### src/rtl/booth_r4_seq_mult.sv
// Sequential signed radix-4 Booth multiplier: one Booth digit per cycle,
// N/2 iterations, 2N-bit product registered into the DONE cycle.
module booth_r4_seq_mult #(
  parameter int N = 8
) (
  input  logic           clk,
  input  logic           rst_n,
  input  logic           start,
  input  logic [N-1:0]   a,
  input  logic [N-1:0]   b,
  output logic           busy,
  output logic           done,
  output logic [2*N-1:0] product
);

  localparam int W    = 2 * N;
  localparam int ITER = N / 2;
  localparam int KW   = (ITER > 1) ? $clog2(ITER) : 1;

  typedef enum logic [1:0] {IDLE, CALC, DONE} state_t;

  state_t        state_q, state_d;
  logic [W-1:0]  mcand_q, acc_q;
  logic [N-1:0]  mplier_q;
  logic          prev_q;
  logic [KW-1:0] k_q;

  logic          accept, last, neg;
  logic [2:0]    trip;
  logic [W-1:0]  mag, pp, addend, acc_sum;

  assign accept = start && (state_q == IDLE || state_q == DONE);
  assign last   = (state_q == CALC) && (k_q == KW'(ITER - 1));

  // mplier_q is shifted right by two each iteration, so the current digit
  // always sits in the low bits; prev_q carries bit 2k-1.
  always_comb begin
    trip = {mplier_q[1:0], prev_q};
    mag  = '0;
    neg  = 1'b0;
    case (trip)
      3'b001, 3'b010: mag = mcand_q;
      3'b011:         mag = mcand_q << 1;
      3'b100: begin   mag = mcand_q << 1; neg = 1'b1; end
      3'b101, 3'b110: begin mag = mcand_q; neg = 1'b1; end
      default:        mag = '0;
    endcase
    pp      = mag << {k_q, 1'b0};
    addend  = neg ? ~pp : pp;
    acc_sum = acc_q + addend + W'(neg);
  end

  always_comb begin
    state_d = state_q;
    busy    = 1'b0;
    done    = 1'b0;
    case (state_q)
      IDLE: if (start) state_d = CALC;
      CALC: begin
        busy = 1'b1;
        if (last) state_d = DONE;
      end
      DONE: begin
        done    = 1'b1;
        state_d = start ? CALC : IDLE;
      end
      default: state_d = IDLE;
    endcase
  end

  always_ff @(posedge clk or negedge rst_n) begin
    if (!rst_n) state_q <= IDLE;
    else        state_q <= state_d;
  end

  always_ff @(posedge clk or negedge rst_n) begin
    if (!rst_n) begin
      mcand_q  <= '0;
      mplier_q <= '0;
      prev_q   <= 1'b0;
      acc_q    <= '0;
      k_q      <= '0;
      product  <= '0;
    end else if (accept) begin
      mcand_q  <= {{N{a[N-1]}}, a};
      mplier_q <= b;
      prev_q   <= 1'b0;
      acc_q    <= '0;
      k_q      <= '0;
    end else if (state_q == CALC) begin
      acc_q    <= acc_sum;
      mplier_q <= mplier_q >> 2;
      prev_q   <= mplier_q[1];
      k_q      <= k_q + KW'(1);
      if (last) product <= acc_sum;
    end
  end

endmodule

### config.mk
export PLATFORM = sky130hd
export DESIGN_NAME = booth_r4_seq_mult
export DESIGN_NICKNAME = d
export VERILOG_FILES = /design/src/rtl/booth_r4_seq_mult.sv
export SDC_FILE = /design/constraint.sdc
export NUM_CORES = 1
export LEC_CHECK = 0
export ABC_AREA = 1
export CELL_PAD_IN_SITES_DETAIL_PLACEMENT = 0
export CELL_PAD_IN_SITES_GLOBAL_PLACEMENT = 1
export CORE_ASPECT_RATIO = 1.2
export CORE_MARGIN = 8
export CORE_UTILIZATION = 25
export CTS_CLUSTER_SIZE = 28
export DETAILED_ROUTE_END_ITERATION = 8
export GPL_TIMING_DRIVEN = 0
export PLACE_DENSITY_LB_ADDON = 0.1
export SETUP_SLACK_MARGIN = 0.5
export SLEW_MARGIN = 30
export SYNTH_ARGS = -nofsm -noshare
export SYNTH_HDL_FRONTEND = slang
export SYNTH_SLANG_ARGS = --single-unit
### constraint.sdc
create_clock -name clk -period 5.36 [get_ports clk]
set_input_delay 0.804 -clock clk [delete_from_list [all_inputs] [get_ports clk]]
set_output_delay 0.804 -clock clk [all_outputs]
set_load 0.01 [all_outputs]
# Word level (Yosys, flattened, before mapping)
# Cells that the tools add are included.
# word_totals
wordCells,51
out_inout_bits,18
reg_bits,53
in_bits,19
# op_classes
eq_ne,11
addsub,3
n_mux,17
shift,1
bitwise_logic,2
reduce_logical,10
# op_table
op,n
two-way mux 16 bit,3
case mux 16 bit (2 select lines),1
adder 16 x 1 -> 16 bit,1
adder 16 bit,1
two-way mux 8 bit,2
inverter 16 bit,1
left shift 16 x 3 -> 16 bit,1
equality test 3 bit (second input constant),3
two-way mux 2 bit,4
equality test 3 x 2 -> 1 bit (second input constant),2
two-way mux 1 bit,6
case mux 2 bit (3 select lines),1
equality test 2 bit (second input constant),2
!= test 2 bit (second input constant),2
OR reduction 4 bit,1
equality test 3 x 1 -> 1 bit (second input constant),1
AND reduction 3 bit,1
OR reduction 3 bit,1
adder 2 x 1 -> 2 bit (second input constant),1
equality test 2 x 1 -> 1 bit (second input constant),1
logical AND 1 bit,2
logical NOT 2 bit,1
AND reduction 2 bit,1
nonzero test 2 bit,1
other kinds (3),3

# Logic depth before layout (Yosys ltp)
# logic_depth
word_depth,10
mapped_depth,23

# Least setup slack after synthesis
# OpenSTA, ideal clock, no wires.
# synth_path
kind,register -> register
startpoint,register k_q[0]
endpoint,register product[13]
setup_time_ps,118
path_buffers,1
arrival_ps,2533
required_time_ps,5242
path_slack_ps,2709
stages_incl_launch_ff,16
cell_sequence,dfrtp_1 > inv_2 > clkbuf_1 > mux2i_1 > nand2_1 > o21ai_1 > xor2_1 > ha_1 > a21oi_1 > o21ai_0 > a21oi_1 > o21ai_2 > nand2_1 > nand3_1 > nand3_1 > nand2_1
# synth_between
elab_chain_len,5
elab_cells_between_ends,8
classes_between,add/sub: 2; eq/ne: 1; shift: 1; mux: 1; bitwise: 1; reduce/logical: 2
# synth_lines
element,line_no,source
start: declaration,26,logic [KW-1:0] k_q;
start signal: assignment,94,k_q <= k_q + KW'(1);
left shift 16 x 3 -> 16 bit,48,"pp = mag << {k_q, 1'b0};"
inverter 16 bit,49,addend = neg ? ~pp : pp;
two-way mux 16 bit,49,
adder 16 bit,50,acc_sum = acc_q + addend + W'(neg);
adder 16 x 1 -> 16 bit,50,
end signal: assignment,95,if (last) product <= acc_sum;
end: declaration,13,output logic [2*N-1:0] product
# Several ways; a longest one is shown, not always the timed one.
# A chain may end at the register's enable or synchronous reset.

# Worst setup path in the final report
# layout_path
startpoint,register k_q[0]
endpoint,register acc_q[9]
# layout_between
elab_chain_len,7
# layout_lines
element,line_no,source
left shift 16 x 3 -> 16 bit *,48,
inverter 16 bit,49,
two-way mux 16 bit *,49,
adder 16 bit *,50,
adder 16 x 1 -> 16 bit *,50,
two-way mux 16 bit *,90,end else if (state_q == CALC) begin
two-way mux 16 bit *,84,end else if (accept) begin
end signal: assignment,91,acc_q <= acc_sum;
end: declaration,23,"logic [W-1:0] mcand_q, acc_q;"
# Mark *: on every way between the ends. The rest lies on a longest branch, timed or not. The select of a mux whose other input is x is not followed.

==> results.json <==
{
  "status": "completed",
  "yosys_warnings": 0,
  "synth.area.top_cells": "dfrtp_1 40%, nand2_1 14%, ha_1 6.1%",
  "syn_to_final_growth_pct": 22.3,
  "hp-class": "in2async",
  "synthFlopType": "dfrtp_1",
  "synthAdderAreaFrac_pct": 6.71,
  "post_cts.repair.setup_buffers": 0,
  "r2r_start": "k_q[0]$_DFFE_PN0P_",
  "worstSkewPairLatency_ns": 0.30,
  "place_congestion": 0.816,
  "seq_area_frac_synth_pct": 40.4,
  "fin_skew_ns": 0.0112,
  "die_w_um": 121,
  "cts_sinks": 53,
  "first_iter_violations": 55,
  "fmax_mhz": 306,
  "synth_xor_area_share_pct": 5.61,
  "tightest_slew_ns": 0.579,
  "grt_pass1_wl_um": 15500,
  "r2r_end": "acc_q[9]$_DFFE_PN0P_",
  "ctsRootBufferMaster": "clkbuf_16",
  "setup.worst_path.start_class": "flip-flop",
  "cts_tree": "yes",
  "arrival_ns": 3.43,
  "boundaryPins": 37,
  "numCtsBuffers": 5,
  "wirelength_um": 9320,
  "finalMaxSlewViolations": 0,
  "drc": 0,
  "yosys.area_share.simple_pct": 22.2,
  "crit_chain": "inv_2 -> clkbuf_1 -> mux2i_1 -> nand2_1 -> o21ai_1 -> xor2_1 -> ha_1 -> a21oi_1 -> o21ai_0 -> a21oi_1 -> o21ai_2 -> xnor2_1 -> o21ai_0",
  "hold_buffers": 0,
  "grt_max_degree": 33,
  "rows": 46,
  "grt_pass1_vias": 3025,
  "final_hold_viol_count": 0,
  "synth_nets": 456,
  "synth_edf_count": 0,
  "crit_required_ns": 5.52,
  "synth_area_per_cell_um2": 7.81,
  "num_vias": 2805,
  "async_flop_share_pct": 100,
  "drive_gt1_share_pct": 9.03,
  "timing.final.crit_share_pct": 61.0,
  "yosysUniqueCellTypes": 38,
  "dp_hpwl_um": 7380,
  "ff2ff_path_depth": 13,
  "synthCells": 420,
  "setup_violations": 0,
  "r2r_setup_slack_ns": 2.09,
  "clkTransAtPathRegs_ns": 0.07,
  "dieArea_um2": 17100,
  "synth.top_cell.area_share_pct": 40.4,
  "synth_common_cells": "121 x nand2_1, 53 x dfrtp_1, 39 x o21ai_0",
  "finalSetupTns_ns": 0,
  "rsz0062_at_grt": "no",
  "antenna_found_initial": 0,
  "cts.repair.resized": 0,
  "grt_overflow": 0,
  "yosys.area.top_type": "dfrtp_1",
  "startpoint": "k_q[0]$_DFFE_PN0P_",
  "grt_usage_pct": 11.6,
  "critPathKind": "reg2reg",
  "synth_top_family_by_area": "simple AND/OR/NAND/NOR gates",
  "post_synth_mux_area_share_pct": 0.915,
  "cp-end-kind": "flip-flop",
  "slew_headroom_pct": 61.4,
  "avgRoutedWirePerCell_um": 14.7,
  "dr.pass1.iters": 4,
  "diodes": 0,
  "min_period_ns": 3.27,
  "start_util_pct": 25.2,
  "port_buffers": 36,
  "yosysMostFrequentCell": "nand2_1",
  "max_cap_violations": 0,
  "cp_slowest_cell": "dfrtp_1",
  "die_h_um": 141,
  "netlist_area_um2": 3280,
  "ant_nets": 0,
  "vias_per_cell": 4.43,
  "nets": 500,
  "fp.coreArea_um2": 13000,
  "clock_path_buffers": 2,
  "cts_htree_levels": 2,
  "synth-seq-cells": 53,
  "cp_max_fo": 10,
  "cp_slowest_stage_delay_ns": 0.48,
  "synth_compound_area_share_pct": 16.8
}
critical path, delay by kind of cell (launching register included):
| family | cells | cell delay, ns |
|---|---|---|
| adders and majority gates | 1 | 0.31 |
| and+or+nand+nor | 1 | 0.10 |
| xor gates and xnor gates | 2 | 0.50 |
| DFF | 1 | 0.48 |
| muxes | 1 | 0.33 |
| AOI/OAI and AO/OA | 6 | 0.94 |
| buffers and inverters | 2 | 0.47 |
final cells by class:
type / count / area, µm²
Buffer: 12 / 61.3
Clock buffer: 6 / 129
Clock inverter: 2 / 13.8
Fill cell: 1471 / 9000
Inverter: 48 / 180
Multi-Input combinational cell: 307 / 1710
Sequential cell: 53 / 1330
Tap cell: 168 / 210
Timing Repair Buffer: 37 / 378
how the worst max path moves through the flow:
| stage | end | slack, ns | cells after the start |
|---|---|---|---|
| 5_1_grt | product[10]$_DFFE_PN0P_ | 1.81 | 14 |
| 3_5_place_dp | acc_q[9]$_DFFE_PN0P_ | 2.02 | 13 |
| 6_report | acc_q[9]$_DFFE_PN0P_ | 2.09 | 13 |
| 3_3_place_gp | mcand_q[7]$_DFFE_PN0P_ | 1.53 | 1 |
| 4_1_cts | acc_q[9]$_DFFE_PN0P_ | 2.01 | 13 |
| 2_1_floorplan | product[13]$_DFFE_PN0P_ | 2.71 | 15 |
registers in the layout, indices dropped and copies added, names as in the netlist:
register and flops:
acc_q 16, k_q 2, mcand_q 8, mplier_q 8, prev_q 1, product 16
state_q 2
per-stage QoR:
stage          setup WS [ns]  instances  instance area, µm²  utilization, %  hold WS [ns]
2_1_floorplan           2.71        420                3280               -         0.456
3_3_place_gp            1.53        624                3850            29.6         0.462
3_5_place_dp            2.02        625                3870            29.7         0.465
4_1_cts                 2.01        633                4010            30.8         0.410
5_1_grt                 1.81        633                4010            30.8         0.416
6_report                2.09        633                4010            30.8         0.397
cell usage in the layout, fill, tap and decap left out, types with 14 or more instances in the layout:
cell	n
o21ai_0	39
ha_1	16
inv_1	38
dfrtp_1	53
nand2_1	121
nand3_1	18
clkdlybuf4s50_1	35
a21oi_1	15
nor2_1	14
xor2_1	17
routing by layer:
metal | vias up | global-route usage [%] | routed length (µm)
li1 | 1471 | - | -
met1 | 1298 | 13.4 | 4120
met2 | 30 | 21.0 | 4880
met3 | 6 | 1.95 | 192
met4 | 0 | 3.75 | 129
met5 | - | 0 | 0
cells by family after synthesis:
logic type | Yosys count
adder cells (fa/ha/maj) | 17
XOR/XNOR | 21
buffers and inverters | 60
AO/OA/AOI/OAI | 94
multiplexers | 3
AND/OR/NAND/NOR | 172
flip-flops | 53
Power is left out: the tool's default activity adds up to more than one toggle a clock period on the data nets, which glitch-free logic cannot reach.
